File: config.mk
export PLATFORM = sky130hd
export DESIGN_NAME = ofm_quant_pack
export DESIGN_NICKNAME = d
export VERILOG_FILES = /design/src/rtl/ofm_quant_pack.sv
export SDC_FILE = /design/constraint.sdc
export NUM_CORES = 2
export LEC_CHECK = 0
export ABC_AREA = 1
export ABC_CLOCK_PERIOD_IN_PS = 13500
export BUFFER_PORTS_ARGS = -buffer_cell sky130_fd_sc_hd__buf_2
export CORE_MARGIN = 5
export CORE_UTILIZATION = 50
export DETAILED_ROUTE_END_ITERATION = 10
export GPL_TIMING_DRIVEN = 0
export MAX_ROUTING_LAYER = met4
export PLACE_DENSITY = 0.66
export SLEW_MARGIN = 20
export SYNTH_ARGS = -nofsm -noshare
export SYNTH_HDL_FRONTEND = slang
export SYNTH_SLANG_ARGS = --single-unit
File: constraint.sdc
create_clock -name clk -period 13.5 [get_ports clk]
set_input_delay 2.025 -clock clk [delete_from_list [all_inputs] [get_ports clk]]
set_output_delay 2.025 -clock clk [all_outputs]
set_load 0.005 [all_outputs]
File: src/rtl/ofm_quant_pack.sv
// ofm_quant_pack: requantizes the two CONV_ACC output streams to int8, packs
// PACK bytes per lane into 64-bit words and queues them in a small FIFO.
// CONV_ACC cannot be stalled, so a word that finds no FIFO slot is dropped and
// flagged on the sticky overflow output.
// Build option: define OFM_QUANT_STATS_EN to add the sat_cnt/word_cnt counters.

// Per-lane datapath: ReLU + rounding shift + saturation register, then packer.
module ofm_quant_lane #(
    parameter int IN_W    = 25,
    parameter int PACK    = 8,
    parameter int SHIFT_W = 5
) (
    input  logic                clk,
    input  logic                rst,
    input  logic                clr,
    input  logic                in_v,
    input  logic [IN_W-1:0]     in_data,
    input  logic [SHIFT_W-1:0]  shift,
    input  logic                relu,
    input  logic                flush,
    output logic                wr,
    output logic [8*PACK-1:0]   word
`ifdef OFM_QUANT_STATS_EN
    ,
    output logic                sat
`endif
);
    localparam int CW = $clog2(PACK);

    logic signed [IN_W:0]  x, rnd, sum, y;
    logic [7:0]            qb;
    logic                  qs;
    logic                  q_v, q_s;
    logic [7:0]            q_b;
    logic [CW-1:0]         cnt;
    logic [PACK-1:0][7:0]  bytes, full;
    logic                  last;

    // Requantize one sample: optional ReLU, round-half-up shift, clip to int8
    always_comb begin
        x = {in_data[IN_W-1], in_data};
        if (relu && x < 0) x = '0;
        rnd = '0;
        if (shift != '0) rnd = (IN_W+1)'(1) << (shift - SHIFT_W'(1));
        sum = x + rnd;
        y   = sum >>> shift;
        qs  = 1'b0;
        qb  = y[7:0];
        if (y > 127) begin
            qb = 8'h7f;
            qs = 1'b1;
        end else if (y < -128) begin
            qb = 8'h80;
            qs = 1'b1;
        end
    end

    // Word assembly: the completing byte is merged so the word leaves the same edge
    always_comb begin
        last      = (cnt == CW'(PACK-1));
        full      = bytes;
        full[cnt] = q_b;
        wr        = flush ? (cnt != '0) : (q_v && last);
        word      = flush ? bytes : full;
    end

    // Stage 1 result register and packer byte/count state
    always_ff @(posedge clk or posedge rst) begin
        if (rst) begin
            q_v   <= 1'b0;
            q_b   <= '0;
            q_s   <= 1'b0;
            bytes <= '0;
            cnt   <= '0;
        end else if (clr) begin
            q_v   <= 1'b0;
            q_b   <= '0;
            q_s   <= 1'b0;
            bytes <= '0;
            cnt   <= '0;
        end else begin
            q_v <= in_v;
            q_b <= qb;
            q_s <= qs;
            if (flush) begin
                bytes <= '0;
                cnt   <= '0;
            end else if (q_v) begin
                if (last) begin
                    bytes <= '0;
                    cnt   <= '0;
                end else begin
                    bytes[cnt] <= q_b;
                    cnt        <= cnt + CW'(1);
                end
            end
        end
    end

`ifdef OFM_QUANT_STATS_EN
    assign sat = q_v && q_s;
`endif
endmodule

module ofm_quant_pack #(
    parameter int IN_W       = 25,
    parameter int PACK       = 8,
    parameter int FIFO_DEPTH = 8,
    parameter int SHIFT_W    = 5
) (
    input  logic                clk,
    input  logic                rst,
    input  logic                start,
    input  logic [SHIFT_W-1:0]  cfg_shift,
    input  logic                cfg_relu,
    input  logic [IN_W-1:0]     ofm_port0,
    input  logic [IN_W-1:0]     ofm_port1,
    input  logic                ofm_port0_v,
    input  logic                ofm_port1_v,
    input  logic                end_conv,
    output logic [8*PACK-1:0]   out_data,
    output logic                out_row,
    output logic                out_valid,
    input  logic                out_ready,
    output logic                overflow,
    output logic                done
`ifdef OFM_QUANT_STATS_EN
    ,
    output logic [31:0]         sat_cnt,
    output logic [31:0]         word_cnt
`endif
);
    localparam int AW = $clog2(FIFO_DEPTH);
    localparam int DW = 8 * PACK;

    typedef enum logic [2:0] {S_IDLE, S_RUN, S_ENDW, S_FLUSH, S_DRAIN} state_t;

    state_t                   state, state_nxt;
    logic                     done_nxt;
    logic [SHIFT_W-1:0]       shift_q;
    logic                     relu_q;
    logic                     flush;
    logic [1:0]               in_v, wr;
    logic [1:0][IN_W-1:0]     in_d;
    logic [1:0][DW-1:0]       word;

    logic [AW:0]              wptr, rptr, used, free;
    logic [DW:0]              mem [FIFO_DEPTH];
    logic                     empty, pop, acc0, acc1, drop;
    logic [AW-1:0]            widx1;

    // Valids are only taken in RUN; start discards anything arriving with it
    assign in_v[0] = ofm_port0_v && (state == S_RUN) && !start;
    assign in_v[1] = ofm_port1_v && (state == S_RUN) && !start;
    assign in_d[0] = ofm_port0;
    assign in_d[1] = ofm_port1;
    assign flush   = (state == S_FLUSH) && !start;

`ifdef OFM_QUANT_STATS_EN
    logic [1:0] sat;
`endif

    for (genvar g = 0; g < 2; g++) begin : g_lane
        ofm_quant_lane #(.IN_W(IN_W), .PACK(PACK), .SHIFT_W(SHIFT_W)) u_lane (
            .clk     (clk),
            .rst     (rst),
            .clr     (start),
            .in_v    (in_v[g]),
            .in_data (in_d[g]),
            .shift   (shift_q),
            .relu    (relu_q),
            .flush   (flush),
            .wr      (wr[g]),
            .word    (word[g])
`ifdef OFM_QUANT_STATS_EN
            ,
            .sat     (sat[g])
`endif
        );
    end

    // FIFO slot accounting: a pop frees its slot before this cycle's pushes
    always_comb begin
        used  = wptr - rptr;
        empty = (used == '0);
        pop   = !empty && out_ready;
        free  = (AW+1)'(FIFO_DEPTH) - used + {{AW{1'b0}}, pop};
        acc0  = wr[0] && !start && (free != '0);
        acc1  = wr[1] && !start && (free > {{AW{1'b0}}, acc0});
        drop  = !start && ((wr[0] && !acc0) || (wr[1] && !acc1));
        widx1 = wptr[AW-1:0] + AW'(acc0);
    end

    assign out_valid = !empty;
    assign out_data  = out_valid ? mem[rptr[AW-1:0]][DW-1:0] : '0;
    assign out_row   = out_valid ? mem[rptr[AW-1:0]][DW]     : 1'b0;

    // FIFO storage; port0 word takes the lower slot so it pops first
    always_ff @(posedge clk) begin
        if (acc0) mem[wptr[AW-1:0]] <= {1'b0, word[0]};
        if (acc1) mem[widx1]        <= {1'b1, word[1]};
    end

    // FIFO pointers, sticky overflow and latched configuration
    always_ff @(posedge clk or posedge rst) begin
        if (rst) begin
            wptr     <= '0;
            rptr     <= '0;
            overflow <= 1'b0;
            shift_q  <= '0;
            relu_q   <= 1'b0;
        end else if (start) begin
            wptr     <= '0;
            rptr     <= '0;
            overflow <= 1'b0;
            shift_q  <= cfg_shift;
            relu_q   <= cfg_relu;
        end else begin
            wptr     <= wptr + (AW+1)'(acc0) + (AW+1)'(acc1);
            rptr     <= rptr + (AW+1)'(pop);
            overflow <= overflow || drop;
        end
    end

    // State register and registered done pulse
    always_ff @(posedge clk or posedge rst) begin
        if (rst) begin
            state <= S_IDLE;
            done  <= 1'b0;
        end else begin
            state <= state_nxt;
            done  <= done_nxt;
        end
    end

    // Next state: ENDW gives stage 1 and the packer time to absorb the last sample
    always_comb begin
        state_nxt = state;
        done_nxt  = 1'b0;
        if (start) begin
            state_nxt = S_RUN;
        end else begin
            case (state)
                S_RUN:   if (end_conv) state_nxt = S_ENDW;
                S_ENDW:  state_nxt = S_FLUSH;
                S_FLUSH: state_nxt = S_DRAIN;
                S_DRAIN: if (empty) begin
                    state_nxt = S_IDLE;
                    done_nxt  = 1'b1;
                end
                default: state_nxt = state;
            endcase
        end
    end

`ifdef OFM_QUANT_STATS_EN
    logic [32:0] sat_sum, word_sum;

    // Saturating statistics counters
    always_comb begin
        sat_sum  = {1'b0, sat_cnt} + 33'(sat[0]) + 33'(sat[1]);
        word_sum = {1'b0, word_cnt} + 33'(pop);
    end

    // Counter registers, cleared by start and held at all-ones
    always_ff @(posedge clk or posedge rst) begin
        if (rst) begin
            sat_cnt  <= '0;
            word_cnt <= '0;
        end else if (start) begin
            sat_cnt  <= '0;
            word_cnt <= '0;
        end else begin
            sat_cnt  <= sat_sum[32]  ? '1 : sat_sum[31:0];
            word_cnt <= word_sum[32] ? '1 : word_sum[31:0];
        end
    end
`endif
endmodule

## Yosys cells after proc, flatten, opt, wreduce, memory -nomap -nowiden

Memory sizes are Yosys's and may differ from the RTL's.
Index checks and enable logic that the tools add are counted.

- Input bits: 63
- Register bits: 171
- Latch bits: 0
- Output and inout port bits: 68
- Memory bits (read-only): 0
- Memories kept: 1
- Word-level logic and storage cells: 151
- RAM bits: 520

Memories:

| name | depth | bits a word | rd ports | clocked after memory_dff | wr ports | line | RTL |
|---|---|---|---|---|---|---|---|
| mem | 8 | 65 | 1 | 0 | 2 | 148 | `logic [DW:0] mem [FIFO_DEPTH];` |

- $add $sub $neg: 12
- Shift-type cells: 3
- Order comparisons: 11
- Bitwise operators: 0
- Reduce and logical (&&, ||, !) cells: 34
- Divide/modulo/power cells: 0
- Equality and inequality tests: 8
- Muxes and demuxes: 53
- $mul: 0

Operator list:

| cell | number |
|---|---|
| two-way mux 64 bit | 11 |
| bitwise mux 64 bit | 2 |
| two-way mux 26 bit | 3 |
| two-way mux 8 bit | 8 |
| adder 26 bit | 2 |
| > comparator 26 x 8 -> 1 bit (second input constant) | 2 |
| less-than comparator 26 x 8 -> 1 bit (second input constant) | 2 |
| >>> shifter 26 x 5 -> 26 bit | 2 |
| less-than comparator 25 x 1 -> 1 bit (second input constant) | 2 |
| demux 8 bit (select 3 bit) | 2 |
| two-way mux 3 bit | 11 |
| left shift 1 x 5 -> 26 bit (first input constant) | 1 |
| logical AND 1 bit | 19 |
| adder 4 x 1 -> 4 bit | 4 |
| two-way mux 1 bit | 13 |
| one-hot mux 3 bit (4 select lines) | 1 |
| nonzero test 3 bit | 4 |
| nonzero test 5 bit | 2 |
| equality test 3 bit (second input constant) | 3 |
| less-than comparator 3 x 4 -> 1 bit (second input constant) | 2 |
| two-way mux 4 bit | 2 |
| adder 3 x 1 -> 3 bit (second input constant) | 2 |
| equality test 3 x 2 -> 1 bit (second input constant) | 2 |
| >= comparator 3 x 1 -> 1 bit (second input constant) | 2 |
| other kinds (12) | 17 |

## Longest topological paths before layout

- Word-level depth: 15
- Depth in mapped cells: 34
- Gate-level depth less buffers: 34

## By module

A second synthesis with hierarchy kept.

- Cells, all modules: 7412
- Area total of the unflattened synthesis: 51369.3 um^2

By module, submodules not included:

| module | seq. area each (um^2) | cells an instance | area each (um^2) | times used |
|---|---|---|---|---|
| ofm_quant_pack | 16010.4 | 4732 | 35546.6 | 1 |
| ofm_quant_lane (g_lane[0].u_lane) | 1901.8 | 1347 | 7915.1 | 1 |
| ofm_quant_lane (g_lane[1].u_lane) | 1901.8 | 1333 | 7907.6 | 1 |

## Least setup slack after synthesis

No wires, ideal clock.

- Kind: register to register
- Start point: reg rptr[1]
- End point: mem mem[7][0] (netlist name), enable pin
- Library setup time: 696 ps
- Setup slack: 6845 ps
- Arrival: 5959 ps
- Stages on the path, launching flop included: 28
- Required time: 12804 ps
- Path buffers: 5
- Clock period less this slack: 6655 ps
- Cell sequence: dfrtp_1 clkbuf_1 clkinv_1 clkbuf_1 clkbuf_1 fa_1 xor2_1 nor2_1 inv_1 nor3_1 clkbuf_1 inv_1 nand2_1 ha_1 inv_1 ha_1 xnor2_1 nor2_1 nand3_1 nand2_1 inv_1 ha_1 ha_1 xnor2_1 inv_1 nand4_1 clkbuf_1 nand2_1

RTL lines:

| item | line | RTL |
|---|---|---|
| from (decl) | 147 | `logic [AW:0] wptr, rptr, used, free;` |
| from (signal assigned) | 220 | `rptr <= rptr + (AW+1)'(pop);` |
| to (decl) | 148 |  |

==> results.json <==
{
  "status": "finished clean",
  "post_cts_resized": 0,
  "dieWidth_um": 307,
  "boundaryPins": 131,
  "fp.dieH_um": 307,
  "final_cell_mix": "nand2_1 (1262), nor2_1 (762), a21oi_1 (655)",
  "cp-endpoint": "mem[6][48]$_DFFE_PP_",
  "worstPathMaxFanout": 37,
  "synth_edf_count": 512,
  "r2r-start": "rptr[1]$_DFF_PP0_",
  "rr_endpoint": "mem[6][48]$_DFFE_PP_",
  "cts_made_buffers": 76,
  "layout_min_cycle_time_ns": 10.88,
  "holdBufCountCts": 0,
  "drtAntennaViolNets": 0,
  "finClkSkew_ns": 0.0365,
  "setup_viol": 0,
  "ys_warn_count": 0,
  "via_per_inst": 6.07,
  "synth.distinct_cells": 62,
  "timing.final.ws_setup_ns": 2.62,
  "first_pass_iters": 7,
  "setup_tns_ns": 0,
  "min_path_type": "reg2reg",
  "netlist_area_mm2": 0.0441,
  "root_buffer": "clkbuf_16",
  "crit_buf_inv": 12,
  "synthesis.nets": 5992,
  "cts_tree": "done",
  "async_reset_ff_share_pct": 24.7,
  "die-area_mm2": 0.0942,
  "critPathKind": "reg2reg",
  "area_growth_pct": 11.3,
  "post_cts.repair.setup_buffers": 0,
  "final_max_slew_viol_count": 0,
  "core.rowCount": 109,
  "grt_max_degree": 88,
  "synth-seq-cells": 691,
  "start_kind": "flip-flop",
  "clk_pin_slew_worst_paths_ns": 0.06,
  "grt_pass1_wl_um": 254000,
  "drc_errors": 0,
  "wire_per_inst_um": 23.5,
  "required_ns": 13.86,
  "cts_buffer_depth": 3,
  "maxCapViolations": 0,
  "initialDrtViolationCount": 6093,
  "r2r_slack_ns": 2.62,
  "timing.fmax_mhz": 91.9,
  "cp-end-kind": "flip-flop",
  "portBuffers": 129,
  "power.leakage_nw": 20.9,
  "cts_sinks": 691,
  "hold_viol": 0,
  "crit_start": "rptr[1]$_DFF_PP0_",
  "design.final.nets": 6212,
  "critical_path_arrival_ns": 11.24,
  "cellPowerDensity_mw_per_mm2": 140,
  "layout-drive-gt1-share_pct": 8.41,
  "irDropWorstVdd_mv": 0.132,
  "start_util_pct": 50.1,
  "clk_latency_ns": 0.66,
  "fin_crit_sh_pct": 80.6,
  "grt_pass1_vias": 41200,
  "antenna_found_initial": 5,
  "synth-main-ff-cell": "edfxtp_1",
  "slew-limit-headroom_pct": 13.0,
  "hpwlAfterDp_um": 129000,
  "avgSynthCellArea_um2": 7.52,
  "cts_max_level": 3,
  "mostFrequentLayoutCell": "nand2_1",
  "vias": 44400,
  "r2r_cells": 30,
  "rsz0062_at_grt": "false",
  "dp_slack_ns": 3.29,
  "slowest_delay_ns": 0.98,
  "coreArea_mm2": 0.0880,
  "seq_area_frac_synth_pct": 44.9,
  "critPathTopFamily": "buffers and inverters",
  "groute.usage.overall_pct": 36.0,
  "synth_cells": 5864,
  "cp_num_cells": 30,
  "slowest_stage": "clkbuf_1",
  "wl_um": 172000,
  "gp_congestion": 1.01,
  "worst_pin_slew_ns": 1.30,
  "grt_overflow_total": 0
}
routing by layer:
metal | track usage, % | share of wire, % | routed length (um)
met5 | - | 0 | 0
met4 | 12.0 | 3.6 | 6180
met1 | 49.4 | 40 | 68100
met2 | 54.6 | 44 | 76100
met3 | 6.79 | 12 | 21300
worst min path at each step:
| stage | from | endpoint | slack [ns] | depth (start not counted) |
|---|---|---|---|---|
| after floorplan | mem[3][64]$_SDFFE_PP1P_ | mem[3][64]$_SDFFE_PP1P_ | 0.42 | 2 |
| after global placement | mem[0][64]$_SDFFE_PP1P_ | mem[0][64]$_SDFFE_PP1P_ | 0.43 | 2 |
| after detailed placement | mem[0][64]$_SDFFE_PP1P_ | mem[0][64]$_SDFFE_PP1P_ | 0.44 | 2 |
| after CTS | mem[0][64]$_SDFFE_PP1P_ | mem[0][64]$_SDFFE_PP1P_ | 0.45 | 2 |
| after global routing | mem[0][64]$_SDFFE_PP1P_ | mem[0][64]$_SDFFE_PP1P_ | 0.47 | 2 |
| final | mem[7][64]$_SDFFE_PP1P_ | mem[7][64]$_SDFFE_PP1P_ | 0.45 | 2 |
final cells by class:
| type | count | area, um^2 |
|---|---|---|
| Timing Repair Buffer | 142 | 886 |
| Inverter | 515 | 1950 |
| Multi-Input combinational cell | 4276 | 21000 |
| Fill cell | 8376 | 38900 |
| Sequential cell | 691 | 19800 |
| Tap cell | 1165 | 1460 |
| Buffer | 382 | 1500 |
| Clock inverter | 39 | 423 |
| Antenna cell | 5 | 12.5 |
| Clock buffer | 100 | 2070 |
registers in the layout (all words and copies together), names as in the netlist, 3 cells and up:
| name | flops |
|---|---|
| shift_q | 5 |
| g_lane.u_lane.cnt | 6 |
| g_lane.u_lane.q_b | 16 |
| g_lane.u_lane.bytes | 128 |
| state | 3 |
| wptr | 4 |
| mem | 520 |
| rptr | 4 |
cell usage after synthesis, types with 20 or more instances:
cell type  number  share of area (%)
nand2_2        20               0.28
nand4_1        36               0.51
edfxtp_1      512                 35
nand2_1      1270                 11
o21ai_1        94                1.1
o211ai_1       37               0.63
o22ai_1        69               0.98
a21oi_1       655                7.4
nor2_1        762                6.5
buf_2          27               0.31
buf_1          36               0.31
nand3_1       373                4.2
clkbuf_1      313                2.7
mux2_2        128                3.3
dfrtp_1       171                9.7
inv_1         489                4.2
o21ai_0       619                7.0
ha_1           61                1.7
nor3_1         36               0.41
worst reg2reg max path: cells and delay by family (launching register included):
family | cells | cell delay, ns
flops | 1 | 0.73
buf+inv | 12 | 5.12
compound gates | 3 | 0.50
simple gates | 9 | 2.66
fa+ha+maj | 4 | 1.33
xor+xnor | 2 | 0.30
report_power, final:
group,leakage [nW],switching [mW],internal (mW)
Clock,1.22,0.941,1.21
Combinational,12.6,1.63,0.696
Sequential,7.13,0.0546,2.33
through the flow:
| stage | cell area [um^2] | cells | power (mW) | hold slack, ns | util, % |
|---|---|---|---|---|---|
| floorplan | 44100 | 5864 | 3.72 | 0.419 | - |
| global placement | 46200 | 7158 | 4.66 | 0.431 | 52.5 |
| detailed placement | 46500 | 7171 | 4.69 | 0.439 | 52.9 |
| CTS | 49000 | 7310 | 6.79 | 0.453 | 55.7 |
| global route | 49100 | 7313 | 7.11 | 0.466 | 55.8 |
| finish | 49100 | 7315 | 6.86 | 0.454 | 55.8 |
cells by family after synthesis:
| logic type | Yosys count | synth area share (%) |
|---|---|---|
| simple gates | 2540 | 23.6 |
| compound gates | 1515 | 17.9 |
| buf+inv | 897 | 7.79 |
| flops | 691 | 44.9 |
| mux | 131 | 3.34 |
| fa+ha+maj | 65 | 1.91 |
| xor+xnor | 25 | 0.497 |
(Power assumes the default switching activity.)
